===== config.mk =====
export PLATFORM = sky130hd
export DESIGN_NAME = alu_arbiter
export DESIGN_NICKNAME = d
export VERILOG_FILES = /design/src/rtl/alu_arbiter.sv
export SDC_FILE = /design/constraint.sdc
export NUM_CORES = 1
export LEC_CHECK = 0
export ABC_AREA = 1
export BUFFER_PORTS_ARGS = -buffer_cell sky130_fd_sc_hd__buf_2
export CORE_ASPECT_RATIO = 1.75
export CORE_UTILIZATION = 30
export DETAILED_ROUTE_END_ITERATION = 8
export PLACE_DENSITY = 0.61
export SYNTH_ARGS = -nofsm -noshare
export SYNTH_HDL_FRONTEND = slang
export SYNTH_SLANG_ARGS = --single-unit

===== constraint.sdc =====
create_clock -name clk -period 1.6 [get_ports clk]
set_input_delay 0.08 -clock clk [delete_from_list [all_inputs] [get_ports clk]]
set_output_delay 0.08 -clock clk [all_outputs]
set_load 0.1 [all_outputs]

===== src/rtl/alu_arbiter.sv =====
// Shares one execute-stage ALU between the main execute pipe (port 0) and the
// address/branch unit (port 1) with round-robin grant and a single op in flight.
module alu_arbiter #(
    parameter int unsigned WIDTH    = 40,
    parameter int unsigned OPW      = 5,
    parameter bit          RST_PRIO = 1'b0
) (
    input  logic             clk,
    input  logic             rst,
    input  logic             controlInReqValid0,
    input  logic             controlInReqValid1,
    input  logic [WIDTH-1:0] dataInReqA0,
    input  logic [WIDTH-1:0] dataInReqA1,
    input  logic [WIDTH-1:0] dataInReqB0,
    input  logic [WIDTH-1:0] dataInReqB1,
    input  logic [OPW-1:0]   controlInReqOp0,
    input  logic [OPW-1:0]   controlInReqOp1,
    input  logic             controlInReqShiftDir0,
    input  logic             controlInReqShiftDir1,
    input  logic             controlInReqSetFlags0,
    input  logic             controlInReqSetFlags1,
    output logic             controlOutReqReady0,
    output logic             controlOutReqReady1,
    output logic             controlOutRspValid0,
    output logic             controlOutRspValid1,
    input  logic             controlInRspReady0,
    input  logic             controlInRspReady1,
    output logic [WIDTH-1:0] dataOutRspResult,
    output logic [3:0]       dataOutRspFlags,
    output logic [WIDTH-1:0] dataOutALUa,
    output logic [WIDTH-1:0] dataOutALUb,
    output logic [OPW-1:0]   controlOutALUop,
    output logic             controlOutALUshiftDir,
    input  logic [WIDTH-1:0] dataInALU,
    input  logic             controlInAluZ,
    input  logic             controlInAluC,
    input  logic             controlInAluV,
    input  logic             controlInAluN,
    output logic [3:0]       dataOutFlags,
    output logic             controlOutBusy
);

    typedef enum logic [1:0] {
        IDLE = 2'd0,
        EXEC = 2'd1,
        RESP = 2'd2
    } state_t;

    state_t state;
    logic   prio;
    logic   grant;
    logic   setFlagsLatched;
    logic   acceptWindow;
    logic   rspRetire;

    // Ready is combinational so a requester learns of its grant in the same
    // cycle; the prio bit only matters when both ports are asking.
    always_comb begin
        acceptWindow        = (state == IDLE) && !rst;
        controlOutReqReady0 = acceptWindow && controlInReqValid0 && (!prio || !controlInReqValid1);
        controlOutReqReady1 = acceptWindow && controlInReqValid1 && (prio || !controlInReqValid0);
        rspRetire           = grant ? controlInRspReady1 : controlInRspReady0;
    end

    always_ff @(posedge clk) begin
        if (rst) begin
            state                 <= IDLE;
            prio                  <= RST_PRIO;
            grant                 <= 1'b0;
            setFlagsLatched       <= 1'b0;
            controlOutRspValid0   <= 1'b0;
            controlOutRspValid1   <= 1'b0;
            dataOutRspResult      <= '0;
            dataOutRspFlags       <= '0;
            dataOutALUa           <= '0;
            dataOutALUb           <= '0;
            controlOutALUop       <= '0;
            controlOutALUshiftDir <= 1'b0;
            dataOutFlags          <= '0;
            controlOutBusy        <= 1'b0;
        end else begin
            case (state)
                IDLE: begin
                    if (controlOutReqReady0) begin
                        dataOutALUa           <= dataInReqA0;
                        dataOutALUb           <= dataInReqB0;
                        controlOutALUop       <= controlInReqOp0;
                        controlOutALUshiftDir <= controlInReqShiftDir0;
                        setFlagsLatched       <= controlInReqSetFlags0;
                        grant                 <= 1'b0;
                        controlOutBusy        <= 1'b1;
                        state                 <= EXEC;
                    end else if (controlOutReqReady1) begin
                        dataOutALUa           <= dataInReqA1;
                        dataOutALUb           <= dataInReqB1;
                        controlOutALUop       <= controlInReqOp1;
                        controlOutALUshiftDir <= controlInReqShiftDir1;
                        setFlagsLatched       <= controlInReqSetFlags1;
                        grant                 <= 1'b1;
                        controlOutBusy        <= 1'b1;
                        state                 <= EXEC;
                    end
                end
                // The ALU has had a full cycle on the registered operands, so its
                // combinational result is settled by this edge.
                EXEC: begin
                    dataOutRspResult    <= dataInALU;
                    dataOutRspFlags     <= {controlInAluN, controlInAluZ, controlInAluC, controlInAluV};
                    if (setFlagsLatched) begin
                        dataOutFlags <= {controlInAluN, controlInAluZ, controlInAluC, controlInAluV};
                    end
                    controlOutRspValid0 <= !grant;
                    controlOutRspValid1 <= grant;
                    state               <= RESP;
                end
                RESP: begin
                    if (rspRetire) begin
                        controlOutRspValid0 <= 1'b0;
                        controlOutRspValid1 <= 1'b0;
                        controlOutBusy      <= 1'b0;
                        prio                <= ~grant;
                        state               <= IDLE;
                    end
                end
                default: begin
                    state <= IDLE;
                end
            endcase
        end
    end

endmodule


### Yosys cells after proc, flatten, opt, wreduce, memory -nomap -nowiden

Index checks and enable logic that the tools add are counted.

| storage, ports and cells | value |
|---|---|
| register bits after elaboration | 142 |
| bits of input ports | 224 |
| output and inout port bits | 139 |

| operators by class | value |
|---|---|
| equality and inequality tests | 4 |
| multiplexer cells | 22 |
| bitwise gates (word level) | 1 |
| reductions and logical operators | 22 |

Operator list:

| kind | count |
|---|---|
| 2-to-1 mux 40 bit | 4 |
| 2-to-1 mux 5 bit | 2 |
| AND reduction 2 bit | 5 |
| 2-to-1 mux 1 bit | 9 |
| 2-to-1 mux 2 bit | 3 |
| case mux 1 bit (2 select lines) | 3 |
| case mux 2 bit (3 select lines) | 1 |
| nonzero test 2 bit | 3 |
| logical AND 1 bit | 5 |
| zero test 1 bit | 5 |
| inequality test 3 bit (second input constant) | 1 |
| AND reduction 3 bit | 1 |
| == test 2 x 1 -> 1 bit (second input constant) | 1 |
| == test 2 bit (second input constant) | 1 |
| zero test 2 bit | 1 |
| logical OR 1 bit | 2 |
| inequality test 2 bit (second input constant) | 1 |
| NOT 1 bit | 1 |

### Longest topological paths before layout

Gate-level depths: netlist (run 1).

| logic depth | value |
|---|---|
| depth after elaboration | 7 |
| depth in mapped cells | 9 |
| gate-level depth less buffers | 7 |

### Least setup slack after synthesis (run 1)

No wires, ideal clock.

| timing path | value |
|---|---|
| kind | register -> output |
| start | reg state[1] |
| end | out controlOutReqReady0 |
| data arrival time | 1.522 ns |
| data required time | 1.520 ns |
| setup slack | -0.002 ns |
| cell stages (with the launch flop) | 6 |
| cell sequence | dfxtp_1 nor2_2 nand4_2 buf_2 buf_2 inv_1 |

| on the way | value |
|---|---|
| word-level cells in the longest chain between the ends | 4 |

Ends and longest elaborated chain:

| what | RTL line | source |
|---|---|---|
| start, declared | 49 | `state_t state;` |
| start signal, assigned | 67 | `state <= IDLE;` |
| start signal, assigned | 92 | `state <= EXEC;` |
| start signal, assigned | 101 | `state <= EXEC;` |
| zero test 2 bit | 59 | `acceptWindow = (state == IDLE) && !rst;` |
| logical AND 1 bit | 59 |  |
| logical AND 1 bit (2 in a row) | 60 | `controlOutReqReady0 = acceptWindow && controlInReqValid0 && (!prio \|\| !controlInReqValid1);` |
| end, declared | 22 | `output logic controlOutReqReady0,` |

Every way passes these cells.

### Worst setup path in the final report (run 1)

| timing path | value |
|---|---|
| start | in rst |
| end | out controlOutReqReady0 |

| on the way | value |
|---|---|
| word-level cells in the longest chain between the ends | 4 |

Ends and longest elaborated chain:

| what | RTL line | source |
|---|---|---|
| start, declared | 9 | `input logic rst,` |
| zero test 1 bit | 59 |  |
| logical AND 1 bit | 59 |  |
| logical AND 1 bit (2 in a row) | 60 |  |

Every way passes these cells.

==> results of run 1 <==
==> sequential cells by signal, indices dropped and copies added (netlist names), 2 cells and up <==
| name | flops |
|---|---|
| dataOutRspFlags | 4 |
| dataOutALUb | 40 |
| dataOutFlags | 4 |
| controlOutALUop | 5 |
| dataOutRspResult | 40 |
| state | 2 |
| dataOutALUa | 40 |
==> layout make-up <==
class                   count  area (um2)  area share
well taps                 304         380      0.0318
repair buffers            573        4100       0.343
diodes                      1        2.50    0.000209
flip-flops and latches    142        2850       0.238
clock inverters            10         184      0.0154
inverters                 181         686      0.0573
multi-input cells         783        3290       0.275
clock buffers              22         474      0.0396
==> what timing repair did <==
item                                    in CTS  in global routing
cloned                                       2                  1
endpoints found under the setup margin       2                 21
hold endpoints to repair                   124                  0
hold buffers                               173                  0
buffers inserted                             7                  3
resized for setup                            4                  7
pin swaps                                    1                  1
==> metal layers <==
layer,global-route usage,routed length [um],vias up
li1,-,-,4594
met1,0.222,10300,4017
met2,0.416,14200,388
met3,0.0444,1640,86
met4,0.147,1370,0
met5,0,0,-
==> worst max-delay path, stage by stage <==
cell           delay (ns)
dlygate4sd3_1        0.54
buf_2                0.20
inv_4                0.14
nand4_4              0.13
buf_12               0.15
clkinvlp_4           0.07
buf_12               0.16
==> where the power goes <==
part           switching, mW  internal (mW)  total, mW
logic                   3.97           1.36       5.33
registers              0.181           3.91       4.09
clock network           1.53           2.89       4.42
==> path summary, 6_finish.rpt <==
| kind | startpoint | end | slack, ns | cells after the start |
|---|---|---|---|---|
| worst max-delay path | rst | controlOutReqReady0 | 0.05 | 7 |
| worst min register to register | dataOutFlags[3]$_SDFFE_PP0P_ | dataOutFlags[3]$_SDFFE_PP0P_ | 0.46 | 2 |
| worst min-delay path | dataInReqA1[0] | dataOutALUa[0]$_SDFFE_PP0P_ | 0.01 | 5 |
| worst max register to register | state[1]$_SDFFE_PP0P_ | dataOutALUa[0]$_SDFFE_PP0P_ | 0.10 | 9 |
==> cells in the final DEF (no fill, tap or decap), types with 5 or more instances in the layout <==
master	count
clkbuf_16	18
buf_4	19
o21ai_1	14
nand2_1	191
nand3_1	93
buf_12	15
dlygate4sd3_1	173
a21oi_1	10
inv_1	177
buf_2	360
nor2_1	351
o21ai_0	118
dfxtp_1	140
bufinv_16	5
==> through the flow <==
step | power, mW | area (um2) | TNS [ns]
after floorplan | 7.98 | 7160 | 0
after global placement | 9.02 | 9410 | 0
after detailed placement | 9.05 | 9410 | 0
after CTS | 13.9 | 11900 | 0
after global routing | 14.5 | 12000 | -0.0136
final | 13.8 | 12000 | 0
==> cells by family after synthesis <==
group                  after synthesis
AND/OR/NAND/NOR                    640
flip-flops                         142
buffers and inverters              262
AO/OA/AOI/OAI                      143
==> metrics.txt, run 1 <==
number of CTS-inserted buffers 17; Placed Cells 1798; critical path class in2out; die area between 20000 and 25000 um2; Setup crit end kind primary output; Layout area overhead 67.2%; Fmax around 650 MHz; leakage about 6.4 nW; Final Non-Filler Cells roughly 2000; Hold Path Class in2reg; clock buffer depth 2; Iter 0 DRT Violations around 430; global route overflow 0; async set or reset register ratio after synthesis 0; status completed; HPWL Detailed 17200 um; area leader, netlist dfxtp_1; pwr dens around 1200 nW/um2; GRT Resource Usage Total 0.223; pre-CTS setup slack roughly 0.15 ns; overall routed net length about 28000 um; fill count between 2000 and 2500; TritonRoute pass-1 iters 5; PortBufs around 360; Synth top cells by count nor2_1, nand2_1, inv_1; Final #Nets around 1900; Final Worst Setup Slack a little over 0.05 ns; Synth Area in XOR/XNOR 0; Hold Fails Final Rpt 0; main combinational cell family by area after synthesis simple AND/OR/NAND/NOR gates; # IOs 363; Slew Viols, Final 0; Post-synth top flop dfxtp_1; TritonCTS clock tree built; root buffer cell clkbuf_16; CP required between 1.5 and 2 ns; Initial Util 0.307; Synth area leaders dfxtp_1, nor2_1, nand2_1; mux contribution to synthesized area 0; post-synthesis adder-cell area fraction 0; vias in the first global route 9109; RSZ-0062 raised after global routing yes; core area approximately 23000 um2; most numerous cell in the Yosys netlist nor2_1; largest net degree at the start of global routing 67; DRC violations left 0; # clock sinks between 100 and 150; row cnt 74; H-tree Lvls 4; Seq cells post-synth between 100 and 150; first-pass GRT wire length roughly 43000 um; Die Y slightly above 200 um; Syn Inst Count ~1200; Simple-Gate Fraction of Synth Area 0.355; Reg clk slew, reported paths 0.05 ns; number of enable flip-flop cells after synthesis 0; Synth Cell Area between 7000 and 8000 um2; antenna violations before repair 1; endpoints failing setup 0; Synth Area per Inst between 6 and 7 um2; Distinct cells, synth 18; share of cells above drive strength 1 0.258; die width 119 um; min Tclk post-route ~1.5 ns; register area share after synthesis 0.397; Via density between 4 and 5; Peak VDD IR ~0.58 mV; Avg WL per Cell 13.7 um; Worst-Margin Slew 0.534 ns; Max-Cap Viols 0; Worst slew margin 0.647; clk_lat worst skew 0.42 ns; YS warnings 0; area share of the largest cell type after synthesis 0.397; Util after Layout 0.513; hold slack around 0.012 ns; Vias around 9000; Crit Path Max Fanout 8; Tcrit/Tclk final 0.968; clk_skew 0.00791 ns; CP startpoint kind input pin; post-synth net total 1411; post-synthesis compound-gate area fraction 0.102; gp weighted congestion around 0.8; Worst Path Arrival 1.47 ns; DRT antenna net count 0
Note: power is estimated with default switching activity, not from simulation.
==> inputs of run 2 (changes only) <==
- CTS_BUF_LIST: default -> sky130_fd_sc_hd__clkbuf_8
==> run 2 against run 1 <==
Utilization rose by 2.1 points. Sequential power hardly changed. Count of clock-buffer cells in the layout decreased by 2. Global-route usage grew 1.2 points. Critical endpoint unchanged.
==> metrics.txt, run 2 (synthesis gave the netlist of run 1 again) <==
DRT antenna net count 0; hold slack between 0.01 and 0.015 ns; Reg clk slew, reported paths 0.08 ns; HPWL Detailed roughly 17000 um; Crit Path Max Fanout 2; Max-Cap Viols 0; DRC violations left 0; overall routed net length 30000 um; antenna violations before repair 1; CP startpoint kind flip-flop; R2R setup slack 0.03 ns; internal power around 7.4 mW; Vias between 9000 and 10000; leakage 6.62 nW; Worst slew margin 0.606; core area about 23000 um2; die area 24500 um2; gp weighted congestion between 0.8 and 0.9; clock share of power 0.259; pwr dens around 1000 nW/um2; Hold Path Class in2reg; critical path class reg2out; M1 GR Usage 0.228; Tcrit/Tclk final 0.992; Worst-Margin Slew 0.590 ns; vias in the first global route roughly 9600; Die Y ~210 um; CP required roughly 1.5 ns; reg2reg start state[1]$_SDFFE_PP0P_; Iter 0 DRT Violations approximately 530; clock buffer depth 2; endpoints failing setup 0; global route overflow 0; largest net degree at the start of global routing 67; Fin Setup TNS 0 ns; most common cell after layout, fill and taps aside buf_2; row cnt 74; Avg WL per Cell roughly 14 um; Hold Fails Final Rpt 0; clk_lat worst skew roughly 0.44 ns; switching fraction of total power 0.433; root buffer cell clkbuf_8; first-pass GRT wire length about 46000 um; R2R cell count 9; Layout area overhead 74.2%; met2 usage 0.427; Setup crit end kind primary output; commonest non-fill, non-tap cells in the layout buf_2, nor2_1, dlygate4sd3_1; combinational fraction of design power 0.428; # IOs about 360; die width between 100 and 150 um; Slew Viols, Final 0; status completed; placed cell area approximately 9400 um2; grt met3 use 0.0566; min Tclk post-route approximately 1.6 ns; sequential fraction of design power 0.313; Via density around 4.6; number of CTS-inserted buffers 17; Worst Path Arrival between 1.5 and 2 ns; Peak VDD IR 0.570 mV; Worst Setup SP state[1]$_SDFFE_PP0P_; reg2reg end dataOutALUa[0]$_SDFFE_PP0P_; RSZ-0062 raised after global routing yes; GRT Resource Usage Total 0.235; fin area 12500 um2; grt peak-use layer met2; Final #Nets 1975; TritonCTS clock tree built; Fmax ~630 MHz; # clock sinks between 100 and 150; H-tree Lvls 4; crit path to controlOutReqReady0; Initial Util 0.307; Sw Pwr 5.64 mW; Largest regs dataOutALUa x40, dataOutALUb x40, dataOutRspResult x40; share of cells above drive strength 1 0.258; TritonRoute pass-1 iters 7; PortBufs roughly 360; clk_skew ~0.0076 ns
## run 2: metal layers
metal	routed length, um	vias to the layer above
li1	-	4699
met2	15300	495
met5	0	-
met3	2000	139
met1	10800	4167
met4	1890	0
## run 2: layout make-up
cell class | count | area (um2)
timing repair buffer | 626 | 4760
clock buffer | 20 | 275
antenna | 1 | 2.50
sequential | 142 | 2850
multi-input combinational | 783 | 3320
tap | 304 | 380
clock inverter | 12 | 191
inverter | 181 | 691
fill | 2197 | 10900
## run 2: power groups by stage
stage | clock network (mW) | registers, mW | logic [mW]
after CTS | 3.52 | 4.08 | 5.37
after global routing | 3.65 | 4.12 | 5.91
final | 3.38 | 4.08 | 5.58
after global placement | 0 | 4.14 | 4.88
after floorplan | 0 | 6.71 | 1.27
after detailed placement | 0 | 4.16 | 4.89
## run 2: worst min-delay path by stage
stage | start | to | slack [ns] | cells past startpoint
2_1_floorplan | controlInAluV | dataOutFlags[0]$_SDFFE_PP0P_ | 0.25 | 2
3_5_place_dp | dataInALU[35] | dataOutRspResult[35]$_SDFFE_PP0P_ | 0.34 | 3
5_1_grt | controlInReqOp1[4] | controlOutALUop[4]$_SDFFE_PP0P_ | -0.004 | 5
6_report | controlInReqOp1[4] | controlOutALUop[4]$_SDFFE_PP0P_ | 0.01 | 5
4_1_cts | controlInReqOp1[4] | controlOutALUop[4]$_SDFFE_PP0P_ | 0.01 | 5
3_3_place_gp | dataInALU[35] | dataOutRspResult[35]$_SDFFE_PP0P_ | 0.33 | 3
## run 2: critical path, stage by stage (launching register included)
cell	delay (ns)
dfxtp_2	0.34
nor2_4	0.13
buf_6	0.12
nand4_4	0.09
buf_12	0.15
clkinvlp_4	0.07
buf_12	0.17
## run 2: what timing repair did
item | in CTS | in global routing
resized for setup | 6 | 22
hold buffers | 220 | 0
setup endpoints to repair | 2 | 89
setup buffers | 7 | 2
pin swaps | 1 | 5
endpoints found under the hold margin | 138 | 0
cloned | 2 | 8
## run 2: metrics by stage
stage               utilization  power, mW  setup slack, ns  std cells
floorplan                     -       7.98           0.0484       1187
global placement          0.403       9.02            0.147       1798
detailed placement        0.403       9.05            0.148       1798
CTS                       0.523       13.0          -0.0310       2059
global route              0.534       13.7          -0.0877       2069
finish                    0.534       13.0           0.0127       2069
